File: src/rtl/msdf_pkg.sv
// Shared encodings for the MSDF online-multiplier back end:
// signed-digit codes and the converter FSM state codes.
package msdf_pkg;

  localparam logic [1:0] DIG_POS  = 2'b10;
  localparam logic [1:0] DIG_NEG  = 2'b01;
  localparam logic [1:0] DIG_ZERO = 2'b00;

  localparam logic [1:0] ST_IDLE    = 2'd0;
  localparam logic [1:0] ST_SKIP    = 2'd1;
  localparam logic [1:0] ST_CONVERT = 2'd2;
  localparam logic [1:0] ST_DONE    = 2'd3;

endpackage

File: src/rtl/otf_step.sv
// One on-the-fly conversion step: appends a signed digit to the Q/QM pair,
// keeping QM = Q - 1 so no carry chain is ever needed.
module otf_step
  import msdf_pkg::*;
#(
  parameter int W = 17
) (
  input  logic [W-1:0] q,
  input  logic [W-1:0] qm,
  input  logic [1:0]   digit,
  output logic [W-1:0] q_next,
  output logic [W-1:0] qm_next
);

  always_comb begin
    q_next  = {q[W-2:0], 1'b0};
    qm_next = {qm[W-2:0], 1'b1};
    case (digit)
      DIG_POS: begin
        q_next  = {q[W-2:0], 1'b1};
        qm_next = {q[W-2:0], 1'b0};
      end
      // A borrow is absorbed by switching to the QM branch.
      DIG_NEG: begin
        q_next  = {qm[W-2:0], 1'b1};
        qm_next = {qm[W-2:0], 1'b0};
      end
      DIG_ZERO: ;
      default: ;
    endcase
  end

endmodule

File: src/rtl/msdf_otf_converter.sv
// Drops the online-delay digits of the product stream, then converts the
// next N signed digits to an (N+1)-bit two's-complement result.
module msdf_otf_converter
  import msdf_pkg::*;
#(
  parameter int N     = 16,
  parameter int DELTA = 3
) (
  input  logic         clk,
  input  logic         reset,
  input  logic         start,
  input  logic         din_valid,
  input  logic [1:0]   pi,
  output logic [N:0]   result,
  output logic         done,
  output logic         busy
);

  localparam int W       = N + 1;
  localparam int CNT_MAX = (N > DELTA) ? N : DELTA;
  localparam int CW      = $clog2(CNT_MAX + 1);
  localparam logic [CW-1:0] DELTA_C = CW'(DELTA);
  localparam logic [CW-1:0] N_C     = CW'(N);

  logic [1:0]    state;
  logic [CW-1:0] cnt;
  logic [CW-1:0] cnt_inc;
  logic [W-1:0]  q;
  logic [W-1:0]  qm;
  logic [W-1:0]  q_next;
  logic [W-1:0]  qm_next;

  otf_step #(.W(W)) u_step (
    .q       (q),
    .qm      (qm),
    .digit   (pi),
    .q_next  (q_next),
    .qm_next (qm_next)
  );

  assign cnt_inc = cnt + CW'(1);
  assign done    = (state == ST_DONE);
  assign busy    = (state == ST_SKIP) || (state == ST_CONVERT);

  // Input stream has no back-pressure: pi is taken on every rising edge where
  // din_valid is high while busy; din_valid low is a stall that freezes all state.
  always_ff @(posedge clk or posedge reset) begin
    if (reset) begin
      state  <= ST_IDLE;
      cnt    <= '0;
      q      <= '0;
      qm     <= '1;
      result <= '0;
    end else begin
      case (state)
        ST_IDLE, ST_DONE: begin
          if (start) begin
            q     <= '0;
            qm    <= '1;
            cnt   <= '0;
            state <= (DELTA == 0) ? ST_CONVERT : ST_SKIP;
          end else begin
            state <= ST_IDLE;
          end
        end
        ST_SKIP: begin
          if (din_valid) begin
            if (cnt_inc == DELTA_C) begin
              cnt   <= '0;
              state <= ST_CONVERT;
            end else begin
              cnt <= cnt_inc;
            end
          end
        end
        ST_CONVERT: begin
          if (din_valid) begin
            q  <= q_next;
            qm <= qm_next;
            if (cnt_inc == N_C) begin
              cnt    <= '0;
              result <= q_next;
              state  <= ST_DONE;
            end else begin
              cnt <= cnt_inc;
            end
          end
        end
        default: state <= ST_IDLE;
      endcase
    end
  end

endmodule

File: config.mk
export PLATFORM = sky130hd
export DESIGN_NAME = msdf_otf_converter
export DESIGN_NICKNAME = d
export VERILOG_FILES = /design/src/rtl/msdf_pkg.sv /design/src/rtl/otf_step.sv /design/src/rtl/msdf_otf_converter.sv
export SDC_FILE = /design/constraint.sdc
export NUM_CORES = 1
export LEC_CHECK = 0
export CORE_UTILIZATION = 40
export DETAILED_ROUTE_END_ITERATION = 6
export PLACE_DENSITY = 0.7
export SYNTH_ARGS = -nofsm -noshare
export SYNTH_HDL_FRONTEND = slang
export SYNTH_HIERARCHICAL = 1
export SYNTH_SLANG_ARGS = --single-unit
File: constraint.sdc
create_clock -name clk -period 4 [get_ports clk]
set_clock_uncertainty 0.1 [all_clocks]
set_input_delay 0.8 -clock clk [delete_from_list [all_inputs] [get_ports clk]]
set_output_delay 0.8 -clock clk [all_outputs]
set_load 0.01 [all_outputs]
==> out/results.ini <==
[setup_path]
crit_path_frequent_cell=inv_1
crit_path_start_kind=register
crit_chain=inv_1 > ha_1 > inv_1 > clkdlybuf4s50_1
cpMaxStageDelayCell=clkdlybuf4s50_1
cp.required_ns=3.10
cp.arrival_ns=1.81
crit_type=register to output port
cp_slowest_stage_delay_ns=0.53
critPathCaptureType=output port
path_max_fanout=7

[cells_and_area]
fin_nets=318
diodes=0
drive_above_1_share=0.2026
syn_to_final_growth_pct=12.17

[route]
drt-pass1-iter-count=4
vias_per_cell=5.167
drc=0
num_vias=2077
wl_per_cell_um=14.48
postRouteWirelength_mm=5.821
final_antenna_net_count=0
dr.first_iter.drc_count=89

[run]
max_cap_viol_count=0

[placement]
gp_congestion=0.8801
pre_cts_ws_ns=1.049
portBuffers=24
hpwl_mm=3.686

[clock_network]
clock_sinks=56
tritoncts=done
clk_latency_ns=0.31
cts-resized-gates=0
ctsHoldBuffers=0
cts_max_level=2
clk_pin_slew_worst_paths_ns=0.10
clockRootBuffer=clkbuf_8
clk_path_buf_depth=2
cts-buffers-inserted=5
cts_setup_buffers=0

[global_route]
grt_max_degree=52
antenna_found_initial=0
grt_pass1_wl_mm=10.31
grt_pass1_vias=2090
grt_overflow=0
grt_usage=0.1737

[pwr]
power_leakage_nw=1.664
ir_drop_mv=0.3184
share_comb_of_total_power=0.433
p_sw_mw=0.8069
p_seq_frac=0.403
intPower_mw=1.157
power_frac_clock=0.164
swShare=0.4108
powerDensity_mw_per_mm2=593.3

[synth]
ys_warn_count=6
synthesis.nets=300
synth_cells=287
synth_area_per_cell_um2=10.28
syn_area_mm2=0.002952

[floorplan]
dieWidth_um=87.90
die_area_mm2=0.007726
core_area_mm2=0.006944
start_util=0.4250
num_io_pins=25
die_h_um=87.90
fp-row-count=30

[timing]
worst_slew_pin_slew_ns=1.060
final_hold_viol_count=0
slew_headroom=0.2920
fmax_ghz=0.3692
finalMaxSlewViolations=0
rsz0062_at_grt=false
period_needed_ns=2.708
setup_tns_ns=0
fin_crit_sh=0.6771
worst_slack_ns=1.292
setup-violations-final=0

[outcome]
status=completed

[hold_path]
hp-class=register to register

[state kept, by name, summed over array words and instances (netlist names)]
name	flops
state	2
cnt	5
qm	16
q	16
result	17
[cells in the final DEF, fill, tap and decap left out, drive strengths merged, types with 2 or more instances in the layout]
cell	n
or2	2
nand2	40
nor3	2
a21boi	2
nor2b	3
dfstp	16
a22o	32
dfrtp	40
o31a	2
or3	2
inv	28
mux2i	2
buf	7
a21oi	2
ha	7
clkbuf	8
mux2	18
clkdlybuf4s50	24
a31oi	16
nand3	17
nor2	19
o21ai	8
[stage by stage]
stage	util	power, mW	hold WS (ns)	instance area [µm²]	cells
CTS	0.4768	1.976	0.4013	3311	402
floorplan	-	1.444	0.3397	2952	287
finish	0.4768	1.964	0.3974	3311	402
global placement	0.4638	1.643	0.3697	3221	394
detailed placement	0.4638	1.653	0.3713	3221	394
global route	0.4768	2.129	0.4260	3311	402
[worst max-delay path, delay by kind of cell (launching register included)]
kind	cells	cell delay (ns)
adder cells (fa/ha/maj)	1	0.38
buffers and inverters	3	0.69
flip-flops	1	0.43
[power by group through the flow]
stage	sequential, mW	clock, mW	combinational (mW)
floorplan	0.774	0	0.670
global placement	0.796	0	0.847
detailed placement	0.799	0	0.854
CTS	0.790	0.333	0.853
global route	0.809	0.360	0.960
finish	0.791	0.322	0.851
[area by class of cell]
class / instances / area (µm²)
multi-input combinational: 183 / 1281
timing repair buffer: 31 / 292.8
clock buffer: 8 / 90.09
sequential: 56 / 1421
fill: 660 / 3633
inverter: 28 / 105.1
tap: 96 / 120.1
[final timing paths]
| path | from | endpoint | slack [ns] | depth (start not counted) |
|---|---|---|---|---|
| setup / recovery | state[0] | busy | 1.29 | 4 |
| setup reg to reg | state[0] | result[10] | 1.37 | 6 |
| hold / removal | q[15] | q[15] | 0.40 | 2 |
| hold reg to reg | q[15] | q[15] | 0.40 | 2 |
| max in group asynchronous | reset | qm[4] | 2.08 | 3 |
| min in group asynchronous | reset | result[8] | 0.97 | 2 |
[metal layers]
layer	track usage	vias up	wire, µm
li1	-	1024	-
met1	0.2429	1008	2932
met2	0.2671	41	2609
met3	0.03582	4	219
met4	0.06259	0	60
met5	0	-	0
Note: power is estimated with default switching activity, not from simulation.
